File: config.mk
export PLATFORM = sky130hd
export DESIGN_NAME = traffic_light_ctrl
export DESIGN_NICKNAME = d
export VERILOG_FILES = /design/src/rtl/traffic_pkg.sv /design/src/rtl/tick_prescaler.sv /design/src/rtl/traffic_light_ctrl.sv
export SDC_FILE = /design/constraint.sdc
export NUM_CORES = 1
export LEC_CHECK = 0
export CORE_AREA = 2 2 77 79
export DETAILED_ROUTE_END_ITERATION = 8
export DIE_AREA = 0 0 79 81
export MAX_ROUTING_LAYER = met4
export PLACE_DENSITY = 0.56
export SYNTH_ARGS = -nofsm -noshare
export SYNTH_HDL_FRONTEND = slang
export SYNTH_SLANG_ARGS = --single-unit
File: constraint.sdc
create_clock -name clk -period 3.95 [get_ports clk]
set_input_delay 0.79 -clock clk [delete_from_list [all_inputs] [get_ports clk]]
set_output_delay 0.79 -clock clk [all_outputs]
set_load 0.02 [all_outputs]
File: src/rtl/traffic_pkg.sv
`default_nettype none
// ============================================================================
// Module  : traffic_pkg
// Purpose : Shared state encoding, lamp patterns and a small helper for the
//           N-way traffic-light controller.
// Ports   : none (package)
// Rev     : 1.0  initial release
// ============================================================================
package traffic_pkg;

  // Controller phases
  typedef logic [2:0] state_t;
  localparam logic [2:0] ST_CLEAR  = 3'd0;
  localparam logic [2:0] ST_GREEN  = 3'd1;
  localparam logic [2:0] ST_YELLOW = 3'd2;
  localparam logic [2:0] ST_WALK   = 3'd3;
  localparam logic [2:0] ST_FLASH  = 3'd4;

  // Lamp patterns, ordered {red, yellow, green}
  localparam logic [2:0] LAMP_RED = 3'b100;
  localparam logic [2:0] LAMP_YEL = 3'b010;
  localparam logic [2:0] LAMP_GRN = 3'b001;
  localparam logic [2:0] LAMP_OFF = 3'b000;

  function automatic int max_int(input int a, input int b);
    return (a > b) ? a : b;
  endfunction

endpackage
`default_nettype wire

File: src/rtl/tick_prescaler.sv
`default_nettype none
// ============================================================================
// Module  : tick_prescaler
// Purpose : Free-running divider producing a one-cycle strobe every TICK_DIV
//           clocks. The strobe is registered and high exactly while the
//           internal count equals TICK_DIV-1.
// Ports   : clk  - system clock
//           rst  - synchronous active-high reset
//           tick - one-cycle strobe
// Rev     : 1.0  initial release
// ============================================================================
module tick_prescaler #(
  parameter int TICK_DIV = 100000000
) (
  input  logic clk,
  input  logic rst,
  output logic tick
);

  localparam int            CW   = (TICK_DIV > 1) ? $clog2(TICK_DIV) : 1;
  localparam logic [CW-1:0] LAST = CW'(TICK_DIV - 1);

  logic [CW-1:0] r_count;
  logic [CW-1:0] w_count_next;
  logic          r_tick;

  always_comb begin
    w_count_next = (r_count == LAST) ? '0 : r_count + 1'b1;
  end

  // The strobe is registered from the next count so it lines up with the
  // count register itself, without adding a cycle of latency.
  always_ff @(posedge clk) begin
    if (rst) begin
      r_count <= '0;
      r_tick  <= 1'b0;
    end else begin
      r_count <= w_count_next;
      r_tick  <= (w_count_next == LAST);
    end
  end

  assign tick = r_tick;

endmodule
`default_nettype wire

File: src/rtl/traffic_light_ctrl.sv
`default_nettype none
// ============================================================================
// Module  : traffic_light_ctrl
// Purpose : N-way traffic-light controller with tick-based phase timers,
//           vehicle-presence skipping, latched pedestrian walk phase and a
//           night flashing-yellow mode.
// Ports   : clk         - system clock
//           rst         - synchronous active-high reset
//           night_mode  - level, request flashing-yellow operation
//           ped_req     - pedestrian request (pulse or level)
//           car_present - bit i set: vehicle waiting on approach i
//           lights      - approach i at [3i+2:3i] = {red, yellow, green}
//           walk        - pedestrian walk lamp
//           active_way  - approach currently or last served
//           tick        - one-cycle prescaler strobe
// Rev     : 1.0  initial release
// ============================================================================
module traffic_light_ctrl
  import traffic_pkg::*;
#(
  parameter int N_WAY    = 2,
  parameter int TICK_DIV = 100000000,
  parameter int GREEN_T  = 10,
  parameter int YELLOW_T = 3,
  parameter int CLEAR_T  = 1,
  parameter int WALK_T   = 8
) (
  input  logic                                       clk,
  input  logic                                       rst,
  input  logic                                       night_mode,
  input  logic                                       ped_req,
  input  logic [N_WAY-1:0]                           car_present,
  output logic [3*N_WAY-1:0]                         lights,
  output logic                                       walk,
  output logic [((N_WAY > 1) ? $clog2(N_WAY) : 1)-1:0] active_way,
  output logic                                       tick
);

  localparam int AW    = (N_WAY > 1) ? $clog2(N_WAY) : 1;
  localparam int MAX_T = max_int(max_int(GREEN_T, YELLOW_T), max_int(CLEAR_T, WALK_T));
  // Timer only ever holds 0..T-1
  localparam int TW    = (MAX_T > 1) ? $clog2(MAX_T) : 1;

  localparam logic [TW-1:0] GREEN_LAST  = TW'(GREEN_T - 1);
  localparam logic [TW-1:0] YELLOW_LAST = TW'(YELLOW_T - 1);
  localparam logic [TW-1:0] CLEAR_LAST  = TW'(CLEAR_T - 1);
  localparam logic [TW-1:0] WALK_LAST   = TW'(WALK_T - 1);

  logic          w_tick;
  state_t        r_state;
  logic [TW-1:0] r_timer;
  logic [AW-1:0] r_way;
  logic          r_flash;
  logic          r_ped;

  logic          w_phase_last;
  logic [AW-1:0] w_next_way;
  logic [AW-1:0] w_cand;
  logic          w_found;

  tick_prescaler #(
    .TICK_DIV (TICK_DIV)
  ) u_prescaler (
    .clk  (clk),
    .rst  (rst),
    .tick (w_tick)
  );

  // Last tick of the current timed phase
  always_comb begin
    case (r_state)
      ST_CLEAR:  w_phase_last = (r_timer == CLEAR_LAST);
      ST_GREEN:  w_phase_last = (r_timer == GREEN_LAST);
      ST_YELLOW: w_phase_last = (r_timer == YELLOW_LAST);
      ST_WALK:   w_phase_last = (r_timer == WALK_LAST);
      default:   w_phase_last = 1'b0;
    endcase
  end

  // Next approach: first waiting vehicle scanning cyclically from
  // r_way+1 (r_way itself is visited last). With no vehicles anywhere,
  // fall back to plain rotation.
  always_comb begin
    w_found    = 1'b0;
    w_cand     = '0;
    w_next_way = AW'((int'(r_way) + 1) % N_WAY);
    for (int k = 1; k <= N_WAY; k++) begin
      w_cand = AW'((int'(r_way) + k) % N_WAY);
      if (!w_found && car_present[w_cand]) begin
        w_found    = 1'b1;
        w_next_way = w_cand;
      end
    end
  end

  always_ff @(posedge clk) begin
    if (rst) begin
      r_state <= ST_CLEAR;
      r_timer <= '0;
      r_way   <= AW'(N_WAY - 1);
      r_flash <= 1'b0;
      r_ped   <= 1'b0;
    end else begin
      if (ped_req && (r_state != ST_WALK)) begin
        r_ped <= 1'b1;
      end
      if (w_tick) begin
        case (r_state)
          ST_CLEAR: begin
            if (w_phase_last) begin
              r_timer <= '0;
              if (night_mode) begin
                r_state <= ST_FLASH;
                r_flash <= 1'b1;
              end else if (r_ped) begin
                // Clearing here wins over a request arriving on this edge
                r_state <= ST_WALK;
                r_ped   <= 1'b0;
              end else begin
                r_state <= ST_GREEN;
                r_way   <= w_next_way;
              end
            end else begin
              r_timer <= r_timer + 1'b1;
            end
          end
          ST_GREEN: begin
            if (night_mode || w_phase_last) begin
              r_state <= ST_YELLOW;
              r_timer <= '0;
            end else begin
              r_timer <= r_timer + 1'b1;
            end
          end
          ST_YELLOW, ST_WALK: begin
            if (w_phase_last) begin
              r_state <= ST_CLEAR;
              r_timer <= '0;
            end else begin
              r_timer <= r_timer + 1'b1;
            end
          end
          ST_FLASH: begin
            if (!night_mode) begin
              r_state <= ST_CLEAR;
              r_timer <= '0;
              r_flash <= 1'b0;
            end else begin
              r_flash <= ~r_flash;
            end
          end
          default: begin
            r_state <= ST_CLEAR;
            r_timer <= '0;
          end
        endcase
      end
    end
  end

  always_comb begin
    lights = '0;
    for (int i = 0; i < N_WAY; i++) begin
      case (r_state)
        ST_GREEN:  lights[3*i +: 3] = (r_way == AW'(i)) ? LAMP_GRN : LAMP_RED;
        ST_YELLOW: lights[3*i +: 3] = (r_way == AW'(i)) ? LAMP_YEL : LAMP_RED;
        ST_FLASH:  lights[3*i +: 3] = r_flash ? LAMP_YEL : LAMP_OFF;
        default:   lights[3*i +: 3] = LAMP_RED;
      endcase
    end
  end

  assign walk       = (r_state == ST_WALK);
  assign active_way = r_way;
  assign tick       = w_tick;

endmodule
`default_nettype wire

# Yosys cells after proc, flatten, opt, wreduce, memory -nomap -nowiden
# Cells that the tools add are included.
[classes]
add_sub_neg = 4
order_cmp = 2
n_eq_ne = 15
mux = 36
bitwise = 3
reduce_logical = 13
[ops]
columns = ["operator", "count"]
rows = [
  ["27-bit equality test, second input constant", 2],
  ["27-bit by 1-bit adder with 27-bit output, second input constant", 1],
  ["27-bit two-way mux", 1],
  ["3-bit two-way mux", 9],
  ["3-bit case mux with 3 select lines", 2],
  ["1-bit two-way mux", 15],
  ["4-bit two-way mux", 3],
  ["3-bit case mux with 4 select lines", 1],
  ["4-bit case mux with 3 select lines", 1],
  ["2-bit != test, second input constant", 5],
  ["5-bit AND reduction", 2],
  ["3-bit by 2-bit equality test with 1-bit output, second input constant", 2],
  ["4-bit by 1-bit adder with 4-bit output, second input constant", 1],
  ["4-bit by 2-bit equality test with 1-bit output, second input constant", 1],
  ["4-bit by 3-bit equality test with 1-bit output, second input constant", 1],
  ["4-bit equality test, second input constant", 1],
  ["4-bit logical NOT", 1],
  ["1-bit by 2-bit < comparator with 1-bit output, second input constant", 2],
  ["2-bit two-way mux", 2],
  ["1-bit case mux with 4 select lines", 1],
  ["4-bit AND reduction", 1],
  ["3-bit by 1-bit equality test with 1-bit output, second input constant", 1],
  ["3-bit equality test, second input constant", 1],
  ["3-bit logical NOT", 1],
  ["other kinds (11)", 15],
]
[word_totals]
reg_bits = 38
in_bits = 6
output_inout_bits = 9
elab_cells = 80

# Longest topological paths before layout
[logic_depth]
ltp_word = 8
ltp_mapped = 7
ltp_nobuf = 7

# Cells and area by module
# From an unflattened synthesis, not the netlist that was laid out.
[unflattened]
hier_cells = 284
area_unflattened_um2 = 2275.9
[by_module_without_submodules]
columns = ["mod", "n_inst", "cells_each", "area_per_inst_um2", "seq_area_each_um2"]
rows = [
  ["tick_prescaler", 1, 177, 1497.7, 560.5],
  ["traffic_light_ctrl", 1, 107, 778.2, 200.2],
]

# Least setup slack after synthesis
# Ideal clock, no wire load.
[synth_path]
path_type = "reg2reg"
from = "register u_prescaler.r_count[0]"
to = "register u_prescaler.r_tick (netlist: u_prescaler.tick)"
setup_time_ps = 88
t_arrival_ps = 2204
required_time_ps = 3862
setup_slack_ps = 1658
path_stages_with_launch = 8
n_path_buf = 1
period_less_slack_ps = 2292
path_cell_list = "dfxtp_1 -> ha_1 -> nand2_1 -> or4_1 -> buf_2 -> or3_1 -> a2111o_1 -> nor4_2"
[synth_between]
elab_chain_cells = 3
word_cells_on_any_way = 4
classes_between = "add/sub (1); eq/ne (2); mux (1)"
[synth_rtl]
columns = ["element", "line", "rtl"]
rows = [
  ["start: declaration", "tick_prescaler.sv:23", "logic [CW-1:0] r_count;"],
  ["start signal: assignment", "tick_prescaler.sv:38", "r_count <= w_count_next;"],
  ["27-bit by 1-bit adder with 27-bit output or 27-bit equality test (tied branches)", "tick_prescaler.sv:28", "w_count_next = (r_count == LAST) ? '0 : r_count + 1'b1;"],
  ["27-bit two-way mux (*)", "tick_prescaler.sv:28", ""],
  ["27-bit equality test (*)", "tick_prescaler.sv:39", "r_tick <= (w_count_next == LAST);"],
  ["end signal: assignment", "tick_prescaler.sv:39", ""],
  ["end: declaration", "tick_prescaler.sv:25", "logic r_tick;"],
]
# Mark *: on every way between the ends. The rest lies on a longest branch, timed or not.
# A chain may end at the register's enable or synchronous reset.

# Worst setup path in the final report
[layout_path]
from = "register r_state[1]"
to = "output port lights[1]"
[layout_between]
elab_chain_cells = 2
word_cells_on_any_way = 4
classes_between = "eq/ne (3); mux (1)"
[layout_rtl]
columns = ["element", "line", "rtl"]
rows = [
  ["start: declaration", "traffic_light_ctrl.sv:50", "state_t r_state;"],
  ["start signal: assignment", "traffic_light_ctrl.sv:98", "r_state <= ST_CLEAR;"],
  ["start signal: assignment", "traffic_light_ctrl.sv:113", "r_state <= ST_FLASH;"],
  ["start signal: assignment", "traffic_light_ctrl.sv:117", "r_state <= ST_WALK;"],
  ["3-bit equality test (tied with other cells)", "traffic_light_ctrl.sv:164", "case (r_state)"],
  ["3-bit case mux with 3 select lines (*)", "traffic_light_ctrl.sv:164", ""],
  ["end: declaration", "traffic_light_ctrl.sv:33", "output logic [3*N_WAY-1:0] lights,"],
]
# Marks and branches as above.

==> tab_implementation.tex <==
\begin{tabular}{lr}
\hline
Metric & Value \\
\hline
\multicolumn{2}{l}{\textbf{Status}} \\
\quad Result of the run & finished clean \\
\multicolumn{2}{l}{\textbf{Floorplan}} \\
\quad Starting Density & between 30\% and 40\% \\
\quad Die ar. & approximately 0.0064 mm² \\
\quad Total number of placement rows & 28 \\
\quad Horizontal die dimension & 79 µm \\
\quad Ports & 15 \\
\quad Die outline height & about 81 µm \\
\quad Core region area & 0.00568 mm² \\
\multicolumn{2}{l}{\textbf{GRT}} \\
\quad Pin count of the biggest net entering global routing & 22 \\
\quad Remaining Overflow, GRT & 0 \\
\quad Number of antenna violations at the first check in global routing & 0 \\
\quad First-pass GRT wire length & a little over 8000 µm \\
\quad Total routing resource utilization after global routing & around 17\% \\
\quad Number of global-route vias before repair & between 1500 and 2000 \\
\multicolumn{2}{l}{\textbf{Critical path}} \\
\quad CP startpoint kind & flip-flop \\
\quad Crit Path Class & flip-flop to primary output \\
\quad CP arrival & 2.02 ns \\
\quad Worst reg2reg startpoint & u\_prescaler.r\_count[3] \\
\quad Worst Setup End Kind & primary output \\
\quad CP max FO & 7 \\
\quad Launch point of the worst path & r\_state[1] \\
\quad Req. time, crit path & around 3.2 ns \\
\multicolumn{2}{l}{\textbf{Placed design}} \\
\quad Placed wire-length estimate & roughly 3300 µm \\
\quad Number of port buffers & 14 \\
\quad Final Wtd Congestion & 0.842 \\
\multicolumn{2}{l}{\textbf{Power}} \\
\quad Power Internal & just over 0.5 mW \\
\quad Switching portion of total power & approximately 22\% \\
\quad Proportion of power drawn by the clock network & a little under two fifths \\
\quad Relative contribution of sequential cells to total power & between 50 and 60\% \\
\quad Reported net switching power & roughly 0.15 mW \\
\quad Relative contribution of combinational cells to total power & between 3 and 4\% \\
\quad Leakage power summed over all cells & 0.731 nW \\
\quad Maximum vdd ir drop & around 0.14 mV \\
\quad Power per cell area & between 200 and 300 mW/mm² \\
\multicolumn{2}{l}{\textbf{Timing}} \\
\quad Max Clk Rate & around 0.36 GHz \\
\quad Count of final max-slew check failures & 0 \\
\quad Worst-Margin Slew & slightly below 0.8 ns \\
\quad Final TNS setup & 0 ns \\
\quad Final Skew & 0.00468 ns \\
\quad Unrepaired setup endpoints after global routing & no \\
\quad Period utilization & between 70\% and 80\% \\
\quad Count of endpoints failing hold in the final timing report & 0 \\
\quad Final setup viols & 0 \\
\quad Min cycle time layout & approximately 2.8 ns \\
\quad Relative slew slack & 46.7\% \\
\multicolumn{2}{l}{\textbf{Route}} \\
\quad Ratio of routed vias to standard cells & $\sim$5.4 \\
\quad Post-route antenna net violation count & 0 \\
\quad Vias & between 1500 and 2000 \\
\quad 1st-iter DRT viols & 92 \\
\quad Routed length per placed instance & around 13 µm \\
\quad First-pass detailed-route iteration total & 5 \\
\quad Overall routed net length & 4760 µm \\
\quad Drt drc & 0 \\
\multicolumn{2}{l}{\textbf{CTS}} \\
\quad Maximum level of the CTS H-tree & 2 \\
\quad Clock input transition at the sequential cells of the worst setup and hold paths & around 0.070 ns \\
\quad Cts-stage hold buffer count & 0 \\
\quad TritonCTS clock tree & yes \\
\quad Root buffer cell & sky130\_fd\_sc\_hd\_\_clkbuf\_8 \\
\quad Number of buffers on the longest clock path & 2 \\
\quad Clock Sink Count & 38 \\
\quad Clk\_lat worst skew & 0.29 ns \\
\quad Number of gates resized after cts & 0 \\
\quad Number of buffers inserted by post-CTS setup repair & 0 \\
\quad Num CTS Buffers & 5 \\
\multicolumn{2}{l}{\textbf{Layout}} \\
\quad Layout cell share with drive strength beyond 1 & 4.98\% \\
\quad Final design utilization & 42.4\% \\
\quad Antenna fix cells & 0 \\
\quad Area growth, synth to finish & 12.8\% \\
\quad Total Nets Final & 290 \\
\multicolumn{2}{l}{\textbf{Synthesis}} \\
\quad Instance count of the mapped netlist & 270 \\
\quad Area of the mapped netlist & roughly 0.0021 mm² \\
\quad Number of synthesized flops with an enable pin & 0 \\
\quad Library cell occupying the most area in the post-synthesis netlist & sky130\_fd\_sc\_hd\_\_dfxtp\_1 \\
\quad Most instantiated cells after synthesis & sky130\_fd\_sc\_hd\_\_dfxtp\_1 (38), sky130\_fd\_sc\_hd\_\_nor2\_1 (35), sky130\_fd\_sc\_hd\_\_nand2\_1 (24) \\
\quad Post-synth cell types & 47 \\
\quad Mapped Avg Cell Area & just under 8 µm² \\
\quad Leading cell type by number of instances after synthesis & sky130\_fd\_sc\_hd\_\_dfxtp\_1 \\
\quad Post-synthesis sequential area ratio & between 30\% and 40\% \\
\quad Asr flop ratio synth & 0\% \\
\quad Main area contributors after synthesis & sky130\_fd\_sc\_hd\_\_dfxtp\_1 (36\%), sky130\_fd\_sc\_hd\_\_nor2\_1 (6.2\%), sky130\_fd\_sc\_hd\_\_xnor2\_1 (6.2\%) \\
\quad Area share of the largest cell type after synthesis & between 30 and 40\% \\
\quad YS warnings & 0 \\
\quad Predominant post-synthesis flop cell & sky130\_fd\_sc\_hd\_\_dfxtp\_1 \\
\quad Register bit count reported by yosys & 38 \\
\quad Number of nets produced by synthesis & around 280 \\
\multicolumn{2}{l}{\textbf{Hold path}} \\
\quad Class of the tightest hold or removal check & flip-flop to flip-flop \\
\quad Hold path startpoint & u\_prescaler.r\_count[0] \\
\multicolumn{2}{l}{\textbf{Job}} \\
\quad Count of maximum capacitance violations & 0 \\
\hline
\end{tabular}
## flip-flops by register name (all words and copies together), names as in the netlist
| register | cells |
|---|---|
| r_timer | 4 |
| r_flash | 1 |
| u_prescaler.r_count | 27 |
| r_ped | 1 |
| u_prescaler.tick | 1 |
| active_way | 1 |
| r_state | 3 |
## cell usage in the layout, fill, tap and decap left out, types with 7 or more instances in the layout
cell	instances
sky130_fd_sc_hd__nand3_1	20
sky130_fd_sc_hd__nor4_1	11
sky130_fd_sc_hd__xnor2_1	15
sky130_fd_sc_hd__clkdlybuf4s50_1	14
sky130_fd_sc_hd__or3_1	8
sky130_fd_sc_hd__a21oi_1	14
sky130_fd_sc_hd__xor2_1	9
sky130_fd_sc_hd__inv_1	10
sky130_fd_sc_hd__nand4_1	7
sky130_fd_sc_hd__nand2_1	24
sky130_fd_sc_hd__dfxtp_1	38
sky130_fd_sc_hd__nor3_1	7
sky130_fd_sc_hd__nor2_1	35
## metal layers
layer  part of all wire (%)  up-vias  track usage, %
li1                       -      993               -
met1                     50      882            21.6
met2                     44       44            25.4
met3                    4.6        8            3.67
met4                    1.7        0            6.72
met5                      0        -               -
## cell type report
cell class	instances	area [µm²]
multi-input cells	211	1290
repair buffers	15	148
well taps	75	93.8
flip-flops and latches	38	761
clock buffers	7	76.3
fillers	598	3270
inverters	10	37.5
## worst max-delay path: stages, from the launching register on
cell                              delay (ns)
sky130_fd_sc_hd__dfxtp_1                0.46
sky130_fd_sc_hd__inv_1                  0.17
sky130_fd_sc_hd__or3_1                  0.33
sky130_fd_sc_hd__a21oi_1                0.16
sky130_fd_sc_hd__clkdlybuf4s50_1        0.62
## power groups by stage
stage / Clock (mW) / Sequential, mW / Combinational (mW)
after floorplan: 0 / 0.398 / 0.0140
after CTS: 0.264 / 0.390 / 0.0234
after detailed placement: 0 / 0.399 / 0.0233
final: 0.254 / 0.390 / 0.0232
after global placement: 0 / 0.399 / 0.0236
after global routing: 0.277 / 0.390 / 0.0263
## path summary, 6_finish.rpt
check | end | slack, ns | cells past startpoint
worst max-delay path | lights[1] | 1.14 | 4
worst min register to register | u_prescaler.r_count[0] | 0.47 | 1
worst max register to register | u_prescaler.tick | 1.26 | 5
worst min-delay path | u_prescaler.r_count[0] | 0.47 | 1
## per-stage QoR
step                instance area, µm²  worst slack, ns  power (mW)  cells  hold WS, ns
global placement                  2330             1.35       0.422    349        0.442
detailed placement                2330             1.29       0.422    349        0.456
global route                      2410            0.983       0.694    356        0.487
CTS                               2410             1.14       0.677    356        0.472
finish                            2410             1.14       0.667    356        0.474
floorplan                         2130             1.66       0.412    270        0.427
## logic make-up (layout without fill, tap and decap cells)
group / Yosys count / in the layout / synth area share [%]
buffers and inverters: 21 / 32 / 3.87
xor gates and xnor gates: 24 / 24 / 9.85
and+or+nand+nor: 145 / 145 / 36.3
AOI/OAI and AO/OA: 39 / 39 / 12.6
adders and majority gates: 3 / 3 / 1.76
DFF: 38 / 38 / 35.6
Note: power is estimated with default switching activity, not from simulation.
